`config.mk`:
```
export PLATFORM = sky130hd
export DESIGN_NAME = bus_arbiter
export DESIGN_NICKNAME = d
export VERILOG_FILES = /design/src/rtl/bus_arbiter.sv
export SDC_FILE = /design/constraint.sdc
export NUM_CORES = 2
export LEC_CHECK = 0
export CORE_MARGIN = 1.5
export CORE_UTILIZATION = 38
export CTS_CLUSTER_SIZE = 24
export DETAILED_ROUTE_END_ITERATION = 16
export HOLD_SLACK_MARGIN = 0.08
export PLACE_DENSITY_LB_ADDON = 0.08
export RECOVER_POWER = 50
export SETUP_SLACK_MARGIN = 0.15
export SYNTH_ARGS = -nofsm -noshare
export SYNTH_HDL_FRONTEND = slang
export SYNTH_SLANG_ARGS = --single-unit
```
`constraint.sdc`:
```
create_clock -name clk -period 27.2 [get_ports clk]
set_input_delay 5.44 -clock clk [delete_from_list [all_inputs] [get_ports clk]]
set_output_delay 5.44 -clock clk [all_outputs]
set_load 0.03 [all_outputs]
```
`src/rtl/bus_arbiter.sv`:
```
// bus_arbiter: round-robin owner of a shared 512x8 data RAM.
// One core holds the bus per tenure; hog_flag marks long tenures.
module bus_arbiter #(
  parameter int N_CORES   = 2,
  parameter int HOG_LIMIT = 64
) (
  input  logic                 clk,
  input  logic                 reset,
  input  logic [N_CORES-1:0]   grant_request,
  output logic [N_CORES-1:0]   grant_given,
  input  logic [N_CORES-1:0]   rw,
  input  logic [9*N_CORES-1:0] address,
  input  logic [8*N_CORES-1:0] data_out,
  output logic [7:0]           data_in,
  output logic [2:0]           owner,
  output logic                 hog_flag
);

  localparam int CW = $clog2(HOG_LIMIT + 1);

  typedef enum logic [1:0] {
    IDLE,
    GRANTED,
    RELEASE
  } state_t;

  state_t state_q, state_d;

  logic [N_CORES-1:0] grant_q, grant_d;
  logic [2:0]         owner_q, owner_d;
  logic [2:0]         rr_q, rr_d;
  logic [CW-1:0]      ten_q, ten_d;

  logic [2:0]  pick;
  logic        found;
  logic [7:0]  onehot;
  logic [7:0]  req8;
  logic [7:0]  rw8;
  logic [71:0] addr72;
  logic [63:0] wd64;
  logic [8:0]  own_addr;
  logic [7:0]  own_wdata;
  logic        own_req;
  logic        own_rw;

  logic [7:0] mem [512];

  // widen per-core buses to 8 lanes so a 3-bit index always fits
  assign req8   = 8'(grant_request);
  assign rw8    = 8'(rw);
  assign addr72 = 72'(address);
  assign wd64   = 64'(data_out);

  assign own_req = req8[owner_q];
  assign own_rw  = rw8[owner_q];

  always_comb begin
    own_addr  = '0;
    own_wdata = '0;
    for (int i = 0; i < 8; i++) begin
      if (owner_q == 3'(i)) begin
        own_addr  = addr72[i*9 +: 9];
        own_wdata = wd64[i*8 +: 8];
      end
    end
  end

  // scan upward from rr_ptr+1 with wrap; first requester wins
  always_comb begin
    logic [2:0] idx;
    idx   = rr_q;
    pick  = rr_q;
    found = 1'b0;
    for (int k = 0; k < N_CORES; k++) begin
      idx = (idx == 3'(N_CORES - 1)) ? 3'd0 : idx + 3'd1;
      if (!found && req8[idx]) begin
        found = 1'b1;
        pick  = idx;
      end
    end
  end

  assign onehot = 8'b1 << pick;

  always_comb begin
    state_d = state_q;
    grant_d = grant_q;
    owner_d = owner_q;
    rr_d    = rr_q;
    ten_d   = ten_q;
    unique case (state_q)
      IDLE: begin
        if (found) begin
          state_d = GRANTED;
          grant_d = onehot[N_CORES-1:0];
          owner_d = pick;
          ten_d   = '0;
        end
      end
      GRANTED: begin
        if (ten_q != CW'(HOG_LIMIT)) begin
          ten_d = ten_q + CW'(1);
        end
        if (!own_req) begin
          state_d = RELEASE;
          grant_d = '0;
          rr_d    = owner_q;
        end
      end
      RELEASE: state_d = IDLE;
      default: state_d = IDLE;
    endcase
  end

  always_ff @(posedge clk or posedge reset) begin
    if (reset) begin
      state_q <= IDLE;
      grant_q <= '0;
      owner_q <= '0;
      rr_q    <= 3'(N_CORES - 1);
      ten_q   <= '0;
    end else begin
      state_q <= state_d;
      grant_q <= grant_d;
      owner_q <= owner_d;
      rr_q    <= rr_d;
      ten_q   <= ten_d;
    end
  end

  // RAM keeps its contents across reset
  always_ff @(posedge clk) begin
    if (!reset && state_q == GRANTED && own_rw) begin
      mem[own_addr] <= own_wdata;
    end
  end

  assign data_in     = (state_q == GRANTED) ? mem[own_addr] : 8'h00;
  assign grant_given = grant_q;
  assign owner       = owner_q;
  assign hog_flag    = (ten_q == CW'(HOG_LIMIT));

endmodule

```
==> results.toml <==
[clocking]
clk_latency_ns = 1.01
cts_setup_buffers = 0
cts-root-buf = "clkbuf_16"
cts_max_level = 5
cts_tree = "built"
clk_path_buf_depth = 4
post_cts_resized = 0
clkTransAtPathRegs_ns = 0.06
cts_sinks = 4113
postCtsHoldBufs = 0
cts_buffers = 450

[floorplan]
core_area_um2 = 427000
row_count = 240
start_util = 0.3812
io_pins = 54
fp.dieH_um = 657.5
die_width_um = 657.5
die_area_um2 = 432300

[global_routing]
grt_pass1_wl_mm = 797.1
track_usage = 0.2616
gr-total-overflow = 0
antenna_found_initial = 54
grt_pass1_vias = 96424
grt_max_degree = 198

[route]
wl_per_cell_um = 34.24
via_count = 99597
drt-pass1-iter-count = 6
ant_nets = 0
route.detailed.drc = 0
avgViaCountPerCell = 5.886
wl_mm = 579.4
drt_iter0_markers = 12085

[min_path]
min_from = "rr_q[0]"
hp-class = "flop to flop"
min_to = "rr_q[0]"
holdPathStages = 2

[logic_synthesis]
synth_area_per_cell_um2 = 15.03
ys_warn_count = 0
synth_top_area_frac = 0.7557
synth-simple-area-share = 0.09147
yosysTopAreaCell = "edfxtp_1"
synth_top_family_by_area = "simple AND/OR/NAND/NOR gates"
synth_edf_count = 4096
synth_xor_area_frac = 0.0001614
syn_inst = 10828
synth_cell_types = 76
async_reset_ff_frac = 0.004133
synth_area_leaders = "edfxtp_1 (76%), nand2_1 (4.9%), mux4_2 (2.5%), mux2i_1 (2.0%), a21oi_1 (1.9%)"
synth.area.mux_share = 0.04921
yosys.area_share.adder = 0.0001537
syn_nets = 10870
yosysSeqAreaShare = 0.7583
synth_area_um2 = 162800
ys_seq_elements = 4113
synth-compound-area-share = 0.07545
synth_top_flop_cell = "edfxtp_1"

[sta]
fin_crit_ns = 22.82
final_max_slew_viol_count = 4288
final-setup-viol-count = 0
rsz0062_at_grt = "no"
finalHoldViolCount = 0
fmax_ghz = 0.04382
worstMarginPinSlew_ns = 9.890
min_period_over_period = 0.8389
relSlewSlack = -5.593
fin_tns_setup_ns = 0
final.setup_skew_ns = 0.06382

[critical_path]
path_class = "input port to output pin"
r2r_end = "mem[231][1]"
cp.required_ns = 21.76
critPathLaunchType = "input port"
critPathArrivalTime_ns = 17.38
end_kind = "output pin"
crit-reg2reg-launch = "owner[0]"
crit_fanout = 64
reg2reg_depth = 7
r2r_setup_slack_ns = 10.95

[pwr]
p_per_area_nw_per_um2 = 98.68
p_total_mw = 18.12
max-vdd-ir-drop_v = 0.00006372
p_leak_nw = 59.07

[layout]
area_delta_synth_final_pct = 12.82
nets = 10875
post_route_cells_drive_above_1_share = 0.1024
fill_cells = 38377

[outcome]
failed_checks = "max-capacitance violations, max-slew violations"
status = "finished, violations left"

[flow_run]
max_cap_violations = 55

[placement]
dp_hpwl_mm = 331.5
numPortBuffers = 53
gp_congestion = 0.8091
[cell usage in the layout (no fill, tap or decap), types with 132 or more instances in the layout]
master | netlist | final
a211oi_1 | 179 | 179
a21oi_1 | 633 | 633
a221oi_1 | 162 | 162
a311oi_1 | 220 | 219
a31oi_1 | 149 | 146
and3_1 | 262 | 262
buf_4 | 69 | 213
clkbuf_1 | 245 | 134
clkbuf_16 | 0 | 457
edfxtp_1 | 4096 | 4096
mux2i_1 | 323 | 323
mux4_2 | 184 | 184
nand2_1 | 2145 | 2114
nand3_1 | 400 | 398
nor2_1 | 557 | 544
o21ai_0 | 133 | 132
o22ai_1 | 136 | 136
[synthesized netlist by cell type, types with 5 or more instances]
master / count
o21ai_0: 133
a2111oi_0: 42
mux4_2: 184
a22oi_1: 79
a311o_1: 5
buf_1: 63
a32oi_1: 24
edfxtp_1: 4096
o22ai_1: 136
nand3_1: 400
nor2_1: 557
or3_1: 10
and3_1: 262
dfrtp_1: 16
mux2_2: 10
buf_2: 367
buf_4: 69
mux4_1: 17
or4_1: 11
a311oi_1: 220
buf_8: 6
a221o_1: 5
inv_1: 8
buf_12: 8
clkbuf_1: 245
nor3_1: 27
and2_1: 5
nand2_1: 2145
o221ai_1: 10
a21oi_1: 633
a221oi_1: 162
a31oi_1: 149
a211oi_1: 179
o211ai_1: 9
a22o_1: 18
nor4_1: 73
nor4b_1: 7
mux2i_1: 323
buf_6: 28
nand4_1: 15
[per-layer routing]
| metal | part of all wire | track usage | vias up | wire length [um] |
|---|---|---|---|---|
| met4 | 0.034 | 0.08520 | 4 | 19540 |
| met5 | 0.000059 | 0 | - | 34 |
| met2 | 0.48 | 0.4251 | 4215 | 276400 |
| met3 | 0.069 | 0.03375 | 806 | 40030 |
| li1 | - | - | 41852 | - |
| met1 | 0.42 | 0.3653 | 52720 | 243400 |
[power breakdown]
group          total, mW  switching (mW)  internal, mW  leakage [nW]
registers           7.67         0.00645          7.66          37.0
clock network       6.08            2.57          3.51          7.08
logic               4.37            3.39         0.977          15.0
[cells by family after synthesis]
logic type               after synthesis
AO/OA/AOI/OAI                       1848
buffers and inverters                794
multiplexers                         538
AND/OR/NAND/NOR                     3530
flip-flops                          4113
adder cells (fa/ha/maj)                2
XOR/XNOR                               3
[critical path: stages]
cell	delay, ns
dlygate4sd3_1	0.61
mux2i_4	0.10
buf_4	0.22
nor2_1	2.27
clkbuf_1	2.43
buf_4	0.90
buf_4	0.82
a21oi_1	0.15
a221oi_1	0.37
o21ai_0	0.20
a32oi_1	0.57
a21oi_1	0.36
or4_1	0.74
nor4bb_1	1.17
buf_4	0.25
clkdlybuf4s50_1	0.67
[layout make-up]
type                            instances  area, um^2  area share
Sequential cell                      4113      123400      0.6722
Inverter                                8       30.03   0.0001635
Clock buffer                          541       11750     0.06400
Clock inverter                        282        2734     0.01489
Timing Repair Buffer                  339        2768     0.01507
Tap cell                             5687        7116     0.03875
Multi-Input combinational cell       5921       35730      0.1946
Antenna cell                           29       72.57   0.0003952
[state kept, by name, summed over array words and instances (netlist names)]
register and count:
owner 3, rr_q 3, ten_q 7, state_q 2
mem 4096, grant_given 2
[per-stage QoR]
| step | instance area [um^2] | worst slack (ns) | cells | hold slack (ns) | util |
|---|---|---|---|---|---|
| CTS | 183900 | 8.174 | 16891 | 0.5091 | 0.4306 |
| detailed placement | 169400 | 8.184 | 16068 | 0.5005 | 0.3967 |
| global route | 183600 | 4.163 | 16899 | 0.5330 | 0.4299 |
| global placement | 169400 | 8.187 | 16066 | 0.4911 | 0.3966 |
| finish | 183600 | 4.381 | 16920 | 0.5101 | 0.4300 |
| floorplan | 162800 | 7.347 | 10828 | 0.4740 | - |
[worst max-delay path by stage]
| stage | to | depth (start not counted) | from |
|---|---|---|---|
| after floorplan | mem[0][0] | 2 | data_out[8] |
| after global placement | data_in[6] | 16 | address[10] |
| after detailed placement | data_in[6] | 16 | address[10] |
| after CTS | data_in[6] | 16 | address[10] |
| after global routing | data_in[6] | 16 | address[10] |
| final | data_in[6] | 16 | address[10] |
(Power assumes the default switching activity.)
